### src/rtl/mem_arbiter_if.sv
// Request/grant and memory-side signal bundle for mem_arbiter.
// The arbiter takes the slave view; requesters plus the memory array take the master view.
interface mem_arbiter_if #(
  parameter int WORD_W = 8,
  parameter int ADDR_W = 5
);
  logic [1:0]        req;
  logic [1:0]        r_nw;
  logic [ADDR_W-1:0] addr0;
  logic [ADDR_W-1:0] addr1;
  logic [WORD_W-1:0] wdata0;
  logic [WORD_W-1:0] wdata1;
  logic [1:0]        gnt;
  logic [1:0]        done;
  logic [WORD_W-1:0] rdata;
  logic              mem_cs;
  logic              mem_r_nw;
  logic [ADDR_W-1:0] mem_addr;
  logic [WORD_W-1:0] mem_wdata;
  logic [WORD_W-1:0] mem_rdata;

`ifdef MEM_WAIT_EN
  logic              mem_ready;

  modport master (
    output req, r_nw, addr0, addr1, wdata0, wdata1, mem_rdata, mem_ready,
    input  gnt, done, rdata, mem_cs, mem_r_nw, mem_addr, mem_wdata
  );

  modport slave (
    input  req, r_nw, addr0, addr1, wdata0, wdata1, mem_rdata, mem_ready,
    output gnt, done, rdata, mem_cs, mem_r_nw, mem_addr, mem_wdata
  );
`else
  modport master (
    output req, r_nw, addr0, addr1, wdata0, wdata1, mem_rdata,
    input  gnt, done, rdata, mem_cs, mem_r_nw, mem_addr, mem_wdata
  );

  modport slave (
    input  req, r_nw, addr0, addr1, wdata0, wdata1, mem_rdata,
    output gnt, done, rdata, mem_cs, mem_r_nw, mem_addr, mem_wdata
  );
`endif
endinterface

### src/rtl/mem_arbiter.sv
// Round-robin arbiter sharing a single-port memory between the CPU (port 0) and loader (port 1).
// Define MEM_WAIT_EN to add mem_ready, which stretches the memory access cycle.
module mem_arbiter #(
  parameter int WORD_W = 8,
  parameter int ADDR_W = 5
) (
  input  logic         clk,
  input  logic         rst,
  mem_arbiter_if.slave bus
);

  typedef enum logic [1:0] {
    IDLE     = 2'd0,
    ACCESS   = 2'd1,
    COMPLETE = 2'd2
  } state_t;

  state_t            state_q, state_d;
  logic              ptr_q, ptr_d;
  logic              win_q, win_d;
  logic              rnw_q, rnw_d;
  logic [ADDR_W-1:0] addr_q, addr_d;
  logic [WORD_W-1:0] wdata_q, wdata_d;
  logic [WORD_W-1:0] rdata_q, rdata_d;

  logic              win_sel;
  logic              access_ok;
  logic [1:0]        win_onehot;
  logic              cs;

  // A lone requester always wins; the pointer only breaks ties.
  assign win_sel = (bus.req == 2'b10) ? 1'b1 :
                   (bus.req == 2'b01) ? 1'b0 : ptr_q;

`ifdef MEM_WAIT_EN
  assign access_ok = bus.mem_ready;
`else
  assign access_ok = 1'b1;
`endif

  always_comb begin
    state_d = state_q;
    ptr_d   = ptr_q;
    win_d   = win_q;
    rnw_d   = rnw_q;
    addr_d  = addr_q;
    wdata_d = wdata_q;
    rdata_d = rdata_q;
    case (state_q)
      IDLE: begin
        if (bus.req != 2'b00) begin
          win_d   = win_sel;
          rnw_d   = bus.r_nw[win_sel];
          addr_d  = win_sel ? bus.addr1  : bus.addr0;
          wdata_d = win_sel ? bus.wdata1 : bus.wdata0;
          state_d = ACCESS;
        end
      end
      ACCESS: begin
        if (access_ok) begin
          state_d = COMPLETE;
        end
      end
      COMPLETE: begin
        if (rnw_q) begin
          rdata_d = bus.mem_rdata;
        end
        ptr_d   = ~win_q;
        state_d = IDLE;
      end
      default: begin
        state_d = IDLE;
      end
    endcase
  end

  always_ff @(posedge clk or posedge rst) begin
    if (rst) begin
      state_q <= IDLE;
      ptr_q   <= 1'b0;
      win_q   <= 1'b0;
      rnw_q   <= 1'b0;
      addr_q  <= '0;
      wdata_q <= '0;
      rdata_q <= '0;
    end else begin
      state_q <= state_d;
      ptr_q   <= ptr_d;
      win_q   <= win_d;
      rnw_q   <= rnw_d;
      addr_q  <= addr_d;
      wdata_q <= wdata_d;
      rdata_q <= rdata_d;
    end
  end

  assign win_onehot = win_q ? 2'b10 : 2'b01;
  assign cs         = (state_q == ACCESS);

  assign bus.gnt       = (state_q != IDLE)     ? win_onehot : 2'b00;
  assign bus.done      = (state_q == COMPLETE) ? win_onehot : 2'b00;
  assign bus.mem_cs    = cs;
  assign bus.mem_r_nw  = cs & rnw_q;
  assign bus.mem_addr  = cs ? addr_q  : '0;
  assign bus.mem_wdata = cs ? wdata_q : '0;

  // Memory data only arrives in COMPLETE, so it is forwarded alongside done and
  // captured into rdata_q to hold until the next read.
  assign bus.rdata = (state_q == COMPLETE && rnw_q) ? bus.mem_rdata : rdata_q;

endmodule

### src/flat_wrapper.sv
// flat-port wrapper written by rule: the top's interface ports become plain ports
module mem_arbiter_flat 
#(
  parameter int WORD_W = 8,
  parameter int ADDR_W = 5
)
  (clk, rst, bus_req, bus_r_nw, bus_addr0, bus_addr1, bus_wdata0, bus_wdata1, bus_mem_rdata, bus_gnt, bus_done, bus_rdata, bus_mem_cs, bus_mem_r_nw, bus_mem_addr, bus_mem_wdata);
  mem_arbiter_if #(.WORD_W(WORD_W), .ADDR_W(ADDR_W)) bus_i ();
  input  logic clk;
  input  logic rst;
  input wire logic [$bits(bus_i.req)-1:0] bus_req;
  input wire logic [$bits(bus_i.r_nw)-1:0] bus_r_nw;
  input wire logic [$bits(bus_i.addr0)-1:0] bus_addr0;
  input wire logic [$bits(bus_i.addr1)-1:0] bus_addr1;
  input wire logic [$bits(bus_i.wdata0)-1:0] bus_wdata0;
  input wire logic [$bits(bus_i.wdata1)-1:0] bus_wdata1;
  input wire logic [$bits(bus_i.mem_rdata)-1:0] bus_mem_rdata;
  output wire logic [$bits(bus_i.gnt)-1:0] bus_gnt;
  output wire logic [$bits(bus_i.done)-1:0] bus_done;
  output wire logic [$bits(bus_i.rdata)-1:0] bus_rdata;
  output wire logic [$bits(bus_i.mem_cs)-1:0] bus_mem_cs;
  output wire logic [$bits(bus_i.mem_r_nw)-1:0] bus_mem_r_nw;
  output wire logic [$bits(bus_i.mem_addr)-1:0] bus_mem_addr;
  output wire logic [$bits(bus_i.mem_wdata)-1:0] bus_mem_wdata;
  assign bus_i.req = bus_req;
  assign bus_i.r_nw = bus_r_nw;
  assign bus_i.addr0 = bus_addr0;
  assign bus_i.addr1 = bus_addr1;
  assign bus_i.wdata0 = bus_wdata0;
  assign bus_i.wdata1 = bus_wdata1;
  assign bus_i.mem_rdata = bus_mem_rdata;
  assign bus_gnt = bus_i.gnt;
  assign bus_done = bus_i.done;
  assign bus_rdata = bus_i.rdata;
  assign bus_mem_cs = bus_i.mem_cs;
  assign bus_mem_r_nw = bus_i.mem_r_nw;
  assign bus_mem_addr = bus_i.mem_addr;
  assign bus_mem_wdata = bus_i.mem_wdata;
  mem_arbiter #(.WORD_W(WORD_W), .ADDR_W(ADDR_W)) u_core (.clk(clk), .rst(rst), .bus(bus_i));
endmodule
### config.mk
export PLATFORM = sky130hd
export DESIGN_NAME = mem_arbiter_flat
export DESIGN_NICKNAME = d
export VERILOG_FILES = /design/src/rtl/mem_arbiter_if.sv /design/src/rtl/mem_arbiter.sv /design/src/flat_wrapper.sv
export SDC_FILE = /design/constraint.sdc
export NUM_CORES = 1
export LEC_CHECK = 0
export CAP_MARGIN = 20
export CORE_ASPECT_RATIO = 0.5
export CORE_MARGIN = 4
export CORE_UTILIZATION = 43
export CTS_CLUSTER_DIAMETER = 50
export DETAILED_ROUTE_END_ITERATION = 12
export HOLD_SLACK_MARGIN = 0.12
export MAX_ROUTING_LAYER = met4
export PLACE_DENSITY_LB_ADDON = 0.15
export SLEW_MARGIN = 20
export SYNTH_ARGS = -nofsm -noshare
export SYNTH_HDL_FRONTEND = slang
export SYNTH_SLANG_ARGS = --single-unit
export TNS_END_PERCENT = 10
### constraint.sdc
create_clock -name clk -period 3.2 [get_ports clk]
set_input_delay 0.64 -clock clk [delete_from_list [all_inputs] [get_ports clk]]
set_output_delay 0.64 -clock clk [all_outputs]
set_load 0.03 [all_outputs]
==> summary.md, run 1 <==
| Metric | Value |
|---|---|
| Met2 wire len | `1630 um` |
| Vias/cell | `5.22` |
| Worst setup path category | `register to primary output` |
| Initial antenna violation count | `0` |
| Final Util | `70.8%` |
| Final Cell Area | `2160 sq um` |
| Hold Buf Count CTS | `0` |
| Area Growth Syn to Fin | `55.8%` |
| Setup bufs post-CTS | `0` |
| Final setup margin | `0.473 ns` |
| Post-synth net total | `173` |
| Root buffer cell | `clkbuf_8` |
| # DRC | `0` |
| Final worst-path cycle share | `85.2%` |
| Die area | `about 4200 sq um` |
| Vias in the first global route | `1166` |
| Synth Instances | `133` |
| CTS buffer count | `3` |
| Filler cells | `~270` |
| Setup slack at placement | `~0.49 ns` |
| CTS resizes | `0` |
| Commonest non-fill, non-tap cells in the layout | `clkdlybuf4s50_1, dfrtp_1, o21ai_0, nand3b_1` |
| Critical Path Start | `u_core.state_q[0]$_DFFE_PP0P_` |
| Final setup viols | `0` |
| Post-Route Setup TNS | `0 ns` |
| Gpl congestion | `0.670` |
| Hold WC Path Type | `register to register` |
| M1 WL | `1480 um` |
| Core Region | `3050 sq um` |
| Status | `complete, no violations` |
| Detailed Routing Iterations Pass 1 | `4` |
| Ant. Diodes | `0` |
| CP Capture Point | `bus_rdata[5]` |
| Crit Reg-Reg Endpoint | `u_core.wdata_q[6]$_DFFE_PP0P_` |
| Slew headroom | `41.6%` |
| H-tree depth | `1` |
| I/O Pins | `67` |
| # rows | `14` |
| Sequential area share after synthesis | `around 47%` |
| GR Util All Layers | `16.9%` |
| Max_cap viols | `0` |
| Final hold viol count | `0` |
| Non-filler cells, final | `236` |
| Post-route ant nets | `0` |
| Achievable Freq | `between 0.3 and 0.4 GHz` |
| CP Max Fanout | `8` |
| Buffers on Ports | `66` |
| Worst R2R Setup Slack | `1.52 ns` |
| Final Max Slew Viols | `0` |
| Dpl hpwl | `2510 um` |
| Yosys reg bits | `26` |
| Dpl cells | `around 230` |
| YS warnings | `0` |
| Vias | `1233` |
| Die W | `88.3 um` |
| Met3 wire len | `269 um` |
| Worst skew pair latency | `between 0.2 and 0.3 ns` |
| Initial core utilization | `45.4%` |
| CTS tree | `built` |
| FF-to-FF path depth | `3` |
| CTS clk-pin slew, worst paths | `0.09 ns` |
| Layout cells sized above 1 | `roughly 14%` |
| Synth cell types | `22` |
| Post-Syn Area | `about 1400 sq um` |
| Final net count | `about 240` |
| Power per Cell Area | `1030 nW/um^2` |
| Dpl cell area | `2060 sq um` |
| Commonest non-fill, non-tap cell in the layout | `clkdlybuf4s50_1` |
| Minimum clock period | `2.73 ns` |
| TritonCTS Sinks | `26` |
| Worst clock skew | `0.00472 ns` |
| Global route overflow | `0` |
| DRT Wirelength | `3400 um` |
| Largest net degree at the start of global routing | `29` |
| First-pass GRT wire length | `5300 um` |
| Top sig layer | `met4` |
| Deepest clock path buffer count | `2` |
| Worst Max-Slew Pin Slew | `0.874 ns` |
| Leak pwr | `roughly 0.00082 uW` |
| CP arrival | `2.09 ns` |
| Routed len/inst | `14.4 um` |
| Die H | `slightly below 50 um` |
| Worst setup SP type | `register` |
| VDD IR max | `0.587 mV` |
| DRT iter0 DRCs | `36` |
| HP Start | `u_core.rdata_q[5]$_DFFE_PP0N_` |
| Crit path required time | `2.56 ns` |
| RSZ-0062 raised after global routing | `false` |
| Avg Inst Size Synth | `10.4 sq um` |
| Worst setup EP type | `primary output` |
| Worst r2r src | `u_core.ptr_q$_DFFE_PP0N_` |
==> cells in the mapped netlist, drive strengths merged <==
library cell,n,area share (%)
o21ai,15,5.4
and2,15,7.0
or2,1,0.45
inv,2,0.54
a21o,1,0.54
nand2b,1,0.45
mux2i,1,0.72
dfrtp,26,47
mux2,8,6.5
a21oi,14,5.1
buf,3,2.0
clkbuf,7,1.9
a31oi,14,10
a21bo,1,0.72
nor2b,2,0.90
a21boi,1,0.54
nand3b,15,8.1
nor2,6,1.8
==> stage by stage <==
stage	hold WS (ns)	power, uW
floorplan	0.482	1470
global placement	0.477	1920
detailed placement	0.481	1960
CTS	0.503	2230
global route	0.517	2360
finish	0.501	2220
==> flip-flops by register name, summed over array words and instances, names as in the netlist <==
name and cells:
u_core.state_q 2, u_core.rnw_q 1, u_core.rdata_q 8, u_core.wdata_q 8, u_core.win_q 1, u_core.ptr_q 1
u_core.addr_q 5
==> critical path: stages (launching register included) <==
cell	delay, ns
dfrtp_1	0.42
nand3b_1	0.38
mux2_2	0.34
clkdlybuf4s50_1	0.68
==> worst min-delay path by stage <==
| stage | cells after the start | slack (ns) | end |
|---|---|---|---|
| 5_1_grt | 1 | 0.52 | u_core.rdata_q[5]$_DFFE_PP0N_ |
| 6_report | 1 | 0.50 | u_core.rdata_q[5]$_DFFE_PP0N_ |
| 3_5_place_dp | 1 | 0.48 | u_core.rdata_q[7]$_DFFE_PP0N_ |
| 2_1_floorplan | 1 | 0.48 | u_core.state_q[1]$_DFFE_PP0P_ |
| 4_1_cts | 1 | 0.50 | u_core.rdata_q[7]$_DFFE_PP0N_ |
| 3_3_place_gp | 1 | 0.48 | u_core.rdata_q[5]$_DFFE_PP0N_ |
==> routing by layer <==
layer,GRT usage (%),up-vias
met2,30.9,49
li1,-,601
met1,19.3,581
met3,5.23,2
met5,-,-
met4,2.71,0
==> area by class of cell <==
type	count	area (sq um)	share of cell area (%)
clock inverter	1	30.0	1.39
sequential	26	651	30.1
tap	40	50.0	2.32
timing repair buffer	69	703	32.6
inverter	2	7.51	0.348
multi-input combinational	95	676	31.3
clock buffer	3	41.3	1.91
==> power by group <==
group	leakage (uW)	switching [uW]	internal, uW
sequential	0.000299	82.0	497
combinational	0.000486	758	608
clock	0.0000357	103	167
==> kinds of logic (layout without fill, tap and decap cells) <==
group	Yosys count	count (layout)	synth area share [%]
AND/OR/NAND/NOR	40	40	18.7
AO/OA/AOI/OAI	46	46	22.7
multiplexers	9	9	7.23
buffers and inverters	12	75	4.43
flip-flops	26	26	47.0
Power figures use the tool's default switching activity.
==> run 2: changes to the inputs <==
--- a/config.mk
+++ b/config.mk
@@ -5,6 +5,7 @@
 export SDC_FILE = /design/constraint.sdc
 export NUM_CORES = 1
 export LEC_CHECK = 0
+export ABC_CLOCK_PERIOD_IN_PS = 3200
 export CAP_MARGIN = 20
 export CORE_ASPECT_RATIO = 0.5
 export CORE_MARGIN = 4
@@ -13,7 +14,7 @@
 export DETAILED_ROUTE_END_ITERATION = 12
 export HOLD_SLACK_MARGIN = 0.12
 export MAX_ROUTING_LAYER = met4
-export PLACE_DENSITY_LB_ADDON = 0.15
+export PLACE_DENSITY = 0.84
 export SLEW_MARGIN = 20
 export SYNTH_ARGS = -nofsm -noshare
 export SYNTH_HDL_FRONTEND = slang
==> run 2 against run 1 <==
  * Via count is 1.9% higher
  * Maximum frequency is 1.7% lower
  * Total power rose by 0.39%
  * First-iteration DRC count increased by 19%
  * Worst hold slack better by 0.0075 ns
  * Sequential power about the same
  * Largest power group unchanged
  * Highest routed layer unchanged
==> summary.md, run 2 (same netlist as run 1, synthesis figures left out) <==
| Metric | Value |
|---|---|
| Worst setup path category | `register to primary output` |
| Ant. Diodes | `0 (unchanged)` |
| WP buf/inv | `2 (+1)` |
| Dpl cells | `231 (unchanged)` |
| Worst R2R Setup Slack | `1.45 ns (-0.07 ns)` |
| WHS Path Cells | `1 (unchanged)` |
| Worst Hold End | `u_core.rdata_q[2]$_DFFE_PP0N_` |
| Buffers on Ports | `66 (unchanged)` |
| Initial core utilization | `45.4% (unchanged)` |
| Routed len/inst | `15.2 um (+5.4%)` |
| FF-to-FF path depth | `3 (unchanged)` |
| Die W | `88.3 um (unchanged)` |
| Achievable Freq | `0.361 GHz (-1.7%)` |
| Final hold slack | `0.508 ns (+0.00752 ns)` |
| Largest regs | `u_core.rdata_q (8), u_core.wdata_q (8), u_core.addr_q (5)` |
| Die area | `4250 sq um (unchanged)` |
| Worst setup EP type | `primary output` |
| TritonCTS Sinks | `26 (unchanged)` |
| Vias | `1256 (+1.9%)` |
| CTS buffer count | `3 (unchanged)` |
| Final setup viols | `0 (unchanged)` |
| Power per Cell Area | `1040 nW/um^2 (+1.7%)` |
| Crit path required time | `2.56 ns (about the same)` |
| Hold WC Path Type | `register to register` |
| First-pass GRT wire length | `5400 um (+1.8%)` |
| Final net count | `236 (-0.42%)` |
| Non-filler cells, final | `235 (-0.42%)` |
| Worst clock skew | `0.00698 ns (+0.00226 ns)` |
| VDD IR max | `0.577 mV (-1.6%)` |
| Worst r2r src | `u_core.ptr_q$_DFFE_PP0N_` |
| Die H | `48.1 um (unchanged)` |
| HP Start | `u_core.rdata_q[2]$_DFFE_PP0N_` |
| # rows | `14 (unchanged)` |
| CP Max Fanout | `10 (+2)` |
| # DRC | `0 (unchanged)` |
| RSZ-0062 raised after global routing | `false` |
| Slew headroom | `38.0% (-3.6 points)` |
| GR Util All Layers | `17.2% (+0.30 points)` |
| Gpl congestion | `0.742 (+11%)` |
| Post-route ant nets | `0 (unchanged)` |
| Hold Buf Count CTS | `0 (unchanged)` |
| Area Growth Syn to Fin | `53.8%` |
| Crit Reg-Reg Endpoint | `u_core.wdata_q[7]$_DFFE_PP0P_` |
| Worst skew pair latency | `0.27 ns (about the same)` |
| Commonest non-fill, non-tap cells in the layout | `clkdlybuf4s50_1, dfrtp_1, o21ai_0, nand3b_1` |
| Final hold viol count | `0 (unchanged)` |
| CTS tree | `built` |
| Status | `complete, no violations` |
| Total power | `2220 uW (+0.39%)` |
| CTS resizes | `0 (unchanged)` |
| Worst setup SP type | `register` |
| Final Util | `69.9% (-0.90 points)` |
| H-tree depth | `1 (unchanged)` |
| Final worst-path cycle share | `86.7% (+1.4 points)` |
| Vias in the first global route | `1191 (+2.1%)` |
| Delay-heaviest family, CP | `buffers and inverters` |
| Slowest cell on crit path | `clkdlybuf4s50_1` |
| Global route overflow | `0 (unchanged)` |
| Commonest non-fill, non-tap cell in the layout | `clkdlybuf4s50_1` |
| Initial antenna violation count | `0 (unchanged)` |
| Worst Max-Slew Pin Slew | `0.924 ns (+0.0499 ns)` |
| Detailed Routing Iterations Pass 1 | `4 (unchanged)` |
| Root buffer cell | `clkbuf_8` |
| Setup bufs post-CTS | `0 (unchanged)` |
| Layout cells sized above 1 | `13.8% (-0.44 points)` |
| Minimum clock period | `2.77 ns (+0.0463 ns)` |
| Final Max Slew Viols | `0 (unchanged)` |
| Deepest clock path buffer count | `2 (unchanged)` |
| Leak pwr | `0.000809 uW (-1.5%)` |
| Cell breakdown of the critical path | `nor2b_1 -> buf_4 -> and2_1 -> clkdlybuf4s50_1` |
| Vias/cell | `5.34 (+2.3%)` |
| Largest net degree at the start of global routing | `29 (unchanged)` |
| CP arrival | `2.13 ns (+0.04 ns)` |
| Post-Route Setup TNS | `0 ns (unchanged)` |
| CTS clk-pin slew, worst paths | `0.09 ns (about the same)` |
| I/O Pins | `67 (unchanged)` |
| Filler cells | `232 (-12%)` |
| DRT iter0 DRCs | `43 (+19%)` |
| DRT Wirelength | `3570 um (+5.0%)` |
| CP peak stage delay | `0.67 ns (about the same)` |
| Dpl hpwl | `2670 um (+6.2%)` |
| Core Region | `3050 sq um (unchanged)` |
| Max_cap viols | `0 (unchanged)` |
run 2: final cells by class:
class,count,area (sq um),area share [%]
timing repair buffer,68,676,31.7
clock inverter,1,30.0,1.41
inverter,2,7.51,0.352
clock buffer,3,41.3,1.94
sequential,26,651,30.5
tap,40,50.0,2.35
multi-input combinational,95,676,31.7
run 2: metal layers:
| metal | global-route usage [%] | wire length (um) | vias to the layer above |
|---|---|---|---|
| li1 | - | - | 599 |
| met1 | 19.0 | 1510 | 620 |
| met2 | 34.3 | 1870 | 35 |
| met3 | 3.71 | 177 | 2 |
| met4 | 1.81 | 15 | 0 |
| met5 | - | 0 | - |
run 2: power by group:
part / switching [uW] / internal, uW
sequential: 83.6 / 497
combinational: 769 / 605
clock: 102 / 167
total: 954 / 1270
run 2: through the flow:
stage	instance area (sq um)	setup WS (ns)
3_3_place_gp	2060	0.644
4_1_cts	2130	0.432
5_1_grt	2130	0.339
6_report	2130	0.427
3_5_place_dp	2060	0.516
2_1_floorplan	1390	1.14
run 2: worst reg2reg max path: cells and delay by family, from the launching register on:
family             cells  cell delay, ns
AOI/OAI and AO/OA      3            1.23
DFF                    1            0.44
run 2: worst max path at each step:
stage / from / end / slack, ns / depth (start not counted)
2_1_floorplan: u_core.state_q[1]$_DFFE_PP0P_ / bus_mem_addr[0] / 1.14 / 3
3_3_place_gp: bus_req[1] / u_core.addr_q[4]$_DFFE_PP0P_ / 0.64 / 4
3_5_place_dp: bus_req[1] / u_core.wdata_q[7]$_DFFE_PP0P_ / 0.52 / 4
4_1_cts: u_core.state_q[0]$_DFFE_PP0P_ / bus_rdata[3] / 0.43 / 3
5_1_grt: u_core.state_q[1]$_DFFE_PP0P_ / bus_mem_r_nw / 0.34 / 4
6_report: u_core.state_q[1]$_DFFE_PP0P_ / bus_mem_addr[2] / 0.43 / 4
==> run 3: changes to the inputs <==
--- a/config.mk
+++ b/config.mk
@@ -5,16 +5,16 @@
 export SDC_FILE = /design/constraint.sdc
 export NUM_CORES = 1
 export LEC_CHECK = 0
-export ABC_CLOCK_PERIOD_IN_PS = 3200
-export CAP_MARGIN = 20
+export ABC_CLOCK_PERIOD_IN_PS = 2650
 export CORE_ASPECT_RATIO = 0.5
 export CORE_MARGIN = 4
-export CORE_UTILIZATION = 43
+export CORE_UTILIZATION = 40
 export CTS_CLUSTER_DIAMETER = 50
 export DETAILED_ROUTE_END_ITERATION = 12
 export HOLD_SLACK_MARGIN = 0.12
 export MAX_ROUTING_LAYER = met4
-export PLACE_DENSITY = 0.84
+export PLACE_DENSITY = 0.79
+export RECOVER_POWER = 100
 export SLEW_MARGIN = 20
 export SYNTH_ARGS = -nofsm -noshare
 export SYNTH_HDL_FRONTEND = slang
==> constraint.sdc (replaced) <==
create_clock -name clk -period 2.65 [get_ports clk]
set_input_delay 0.53 -clock clk [delete_from_list [all_inputs] [get_ports clk]]
set_output_delay 0.53 -clock clk [all_outputs]
set_load 0.03 [all_outputs]
==> run 3 against run 2 <==
  * Non-clock buffer count grew 3
  * Combinational power grew 16%
  * Die area grew 6.5%
  * Routed wire length grew 0.98%
  * Critical path type unchanged
  * Largest power group unchanged
  * Highest routed layer unchanged
==> summary.md, run 3 (same netlist as run 1, synthesis figures left out) <==
| Metric | Value |
|---|---|
| Status | `complete, no violations` |
| Post-Route Setup TNS | `0 ns (unchanged)` |
| RSZ-0062 raised after global routing | `false` |
| Achievable Freq | `about 0.40 GHz` |
| Initial antenna violation count | `0 (unchanged)` |
| Largest net degree at the start of global routing | `29 (unchanged)` |
| Worst setup path category | `register to primary output` |
| Area Growth Syn to Fin | `55.0%` |
| Vias in the first global route | `1229 (+3.2%)` |
| Deepest clock path buffer count | `2 (unchanged)` |
| Vias | `1242 (-1.1%)` |
| Routed len/inst | `15.2 um (-0.29%)` |
| Worst Hold End | `u_core.rdata_q[5]$_DFFE_PP0N_` |
| Final worst-path cycle share | `95.2%` |
| Commonest non-fill, non-tap cells in the layout | `clkdlybuf4s50_1, dfrtp_1, dlygate4sd3_1` |
| Slew headroom | `7.21% (-31 points)` |
| CP arrival | `1.99 ns (-0.14 ns)` |
| Worst setup EP type | `primary output` |
| Hold Buf Count CTS | `0 (unchanged)` |
| Die area | `4530 sq um (+6.5%)` |
| Worst Max-Slew Pin Slew | `1.39 ns (+0.468 ns)` |
| Final hold slack | `0.496 ns (-0.0123 ns)` |
| Worst setup SP type | `register` |
| FF-to-FF path depth | `4 (+1)` |
| H-tree depth | `1 (unchanged)` |
| Vias/cell | `5.22 (-2.4%)` |
| Post-route ant nets | `0 (unchanged)` |
| Max_cap viols | `0 (unchanged)` |
| HP Start | `u_core.rdata_q[5]$_DFFE_PP0N_` |
| CTS clk-pin slew, worst paths | `0.09 ns (about the same)` |
| Largest regs | `u_core.rdata_q (8), u_core.wdata_q (8), u_core.addr_q (5)` |
| Commonest non-fill, non-tap cell in the layout | `clkdlybuf4s50_1` |
| I/O Pins | `67 (unchanged)` |
| Buffers on Ports | `66 (unchanged)` |
| Minimum clock period | `about 2.5 ns` |
| Crit path required time | `2.12 ns (-0.44 ns)` |
| Final Max Slew Viols | `0 (unchanged)` |
| DRT Wirelength | `3610 um (+0.98%)` |
| Worst clock skew | `0.00264 ns (-0.00434 ns)` |
| Ant. Diodes | `0 (unchanged)` |
| Final setup viols | `0 (unchanged)` |
| Final net count | `239 (+1.3%)` |
| Met1 usage | `19.7% (+0.71 points)` |
| CTS resizes | `0 (unchanged)` |
| CP Max Fanout | `8 (-2)` |
| Detailed Routing Iterations Pass 1 | `4 (unchanged)` |
| Power per Cell Area | `1220 nW/um^2 (+17%)` |
| Setup bufs post-CTS | `1 (+1)` |
| Global route hottest layer | `met2` |
| TritonCTS Sinks | `26 (unchanged)` |
| Dpl hpwl | `2620 um (-1.7%)` |
| Met3 Use GR | `4.41% (+0.70 points)` |
| DRT iter0 DRCs | `27 (-37%)` |
| # rows | `14 (unchanged)` |
| Worst R2R Setup Slack | `0.83 ns (-0.62 ns)` |
| CTS buffer count | `3 (unchanged)` |
| Die H | `49.6 um (+3.1%)` |
| # DRC | `0 (unchanged)` |
| Leak pwr | `0.000867 uW (+7.2%)` |
| GR Util met2 | `30.0% (-4.4 points)` |
| Hold WC Path Type | `register to register` |
| Worst skew pair latency | `0.28 ns (about the same)` |
| CTS tree | `built` |
| Gpl congestion | `0.705 (-5.0%)` |
| Global route overflow | `0 (unchanged)` |
| Initial core utilization | `43.9% (-1.5 points)` |
| Worst r2r src | `u_core.state_q[1]$_DFFE_PP0P_` |
| GR Util All Layers | `17.0% (-0.28 points)` |
| Final hold viol count | `0 (unchanged)` |
| Die W | `91.2 um (+3.3%)` |
| Root buffer cell | `clkbuf_8` |
| Layout cells sized above 1 | `11.1% (-2.7 points)` |
| WHS Path Cells | `1 (unchanged)` |
| First-pass GRT wire length | `5990 um (+11%)` |
| Core Region | `3150 sq um (+3.4%)` |
| VDD IR max | `0.450 mV (-22%)` |
| Crit Reg-Reg Endpoint | `u_core.wdata_q[1]$_DFFE_PP0P_` |
==> run 3: stage by stage <==
stage	cells	util, %	area [sq um]	worst slack [ns]	power [uW]
2_1_floorplan	133	-	1390	0.697	1780
3_5_place_dp	233	65.7	2070	0.106	2370
5_1_grt	238	68.1	2150	0.0439	2770
4_1_cts	238	68.2	2150	0.156	2720
6_report	238	68.1	2150	0.127	2620
3_3_place_gp	233	65.7	2070	0.226	2330
==> run 3: layout make-up <==
class	instances	area [sq um]
fill	267	1010
timing repair buffer	71	694
multi-input combinational	95	673
sequential	26	651
tap	40	50.0
clock buffer	3	41.3
clock inverter	1	30.0
inverter	2	7.51
==> run 3: how the worst max path moves through the flow <==
stage	startpoint	to	slack (ns)	cells past startpoint
floorplan	u_core.state_q[1]$_DFFE_PP0P_	bus_mem_addr[0]	0.70	3
global placement	bus_req[1]	u_core.rnw_q$_DFFE_PP0P_	0.23	4
detailed placement	bus_req[1]	u_core.addr_q[3]$_DFFE_PP0P_	0.11	4
CTS	u_core.state_q[0]$_DFFE_PP0P_	bus_rdata[6]	0.16	4
global route	u_core.state_q[0]$_DFFE_PP0P_	bus_rdata[1]	0.04	4
finish	u_core.state_q[0]$_DFFE_PP0P_	bus_rdata[1]	0.13	4
==> run 3: layer usage <==
layer | wire (um) | part of all wire, %
met5 | 0 | 0
met4 | 29 | 0.80
met1 | 1460 | 41
met3 | 227 | 6.3
met2 | 1890 | 52
==> run 3: critical path, cell delays in order, from the launching register on <==
cell             delay, ns
dfrtp_1               0.42
nand3b_1              0.17
buf_4                 0.18
mux2_1                0.34
clkdlybuf4s50_1       0.61
==> run 3: report_power, final <==
part           internal, uW  leakage (uW)  switching [uW]
sequential              600      0.000299            99.3
clock                   202     0.0000357             129
combinational           669      0.000532             917
total                  1470      0.000867            1150
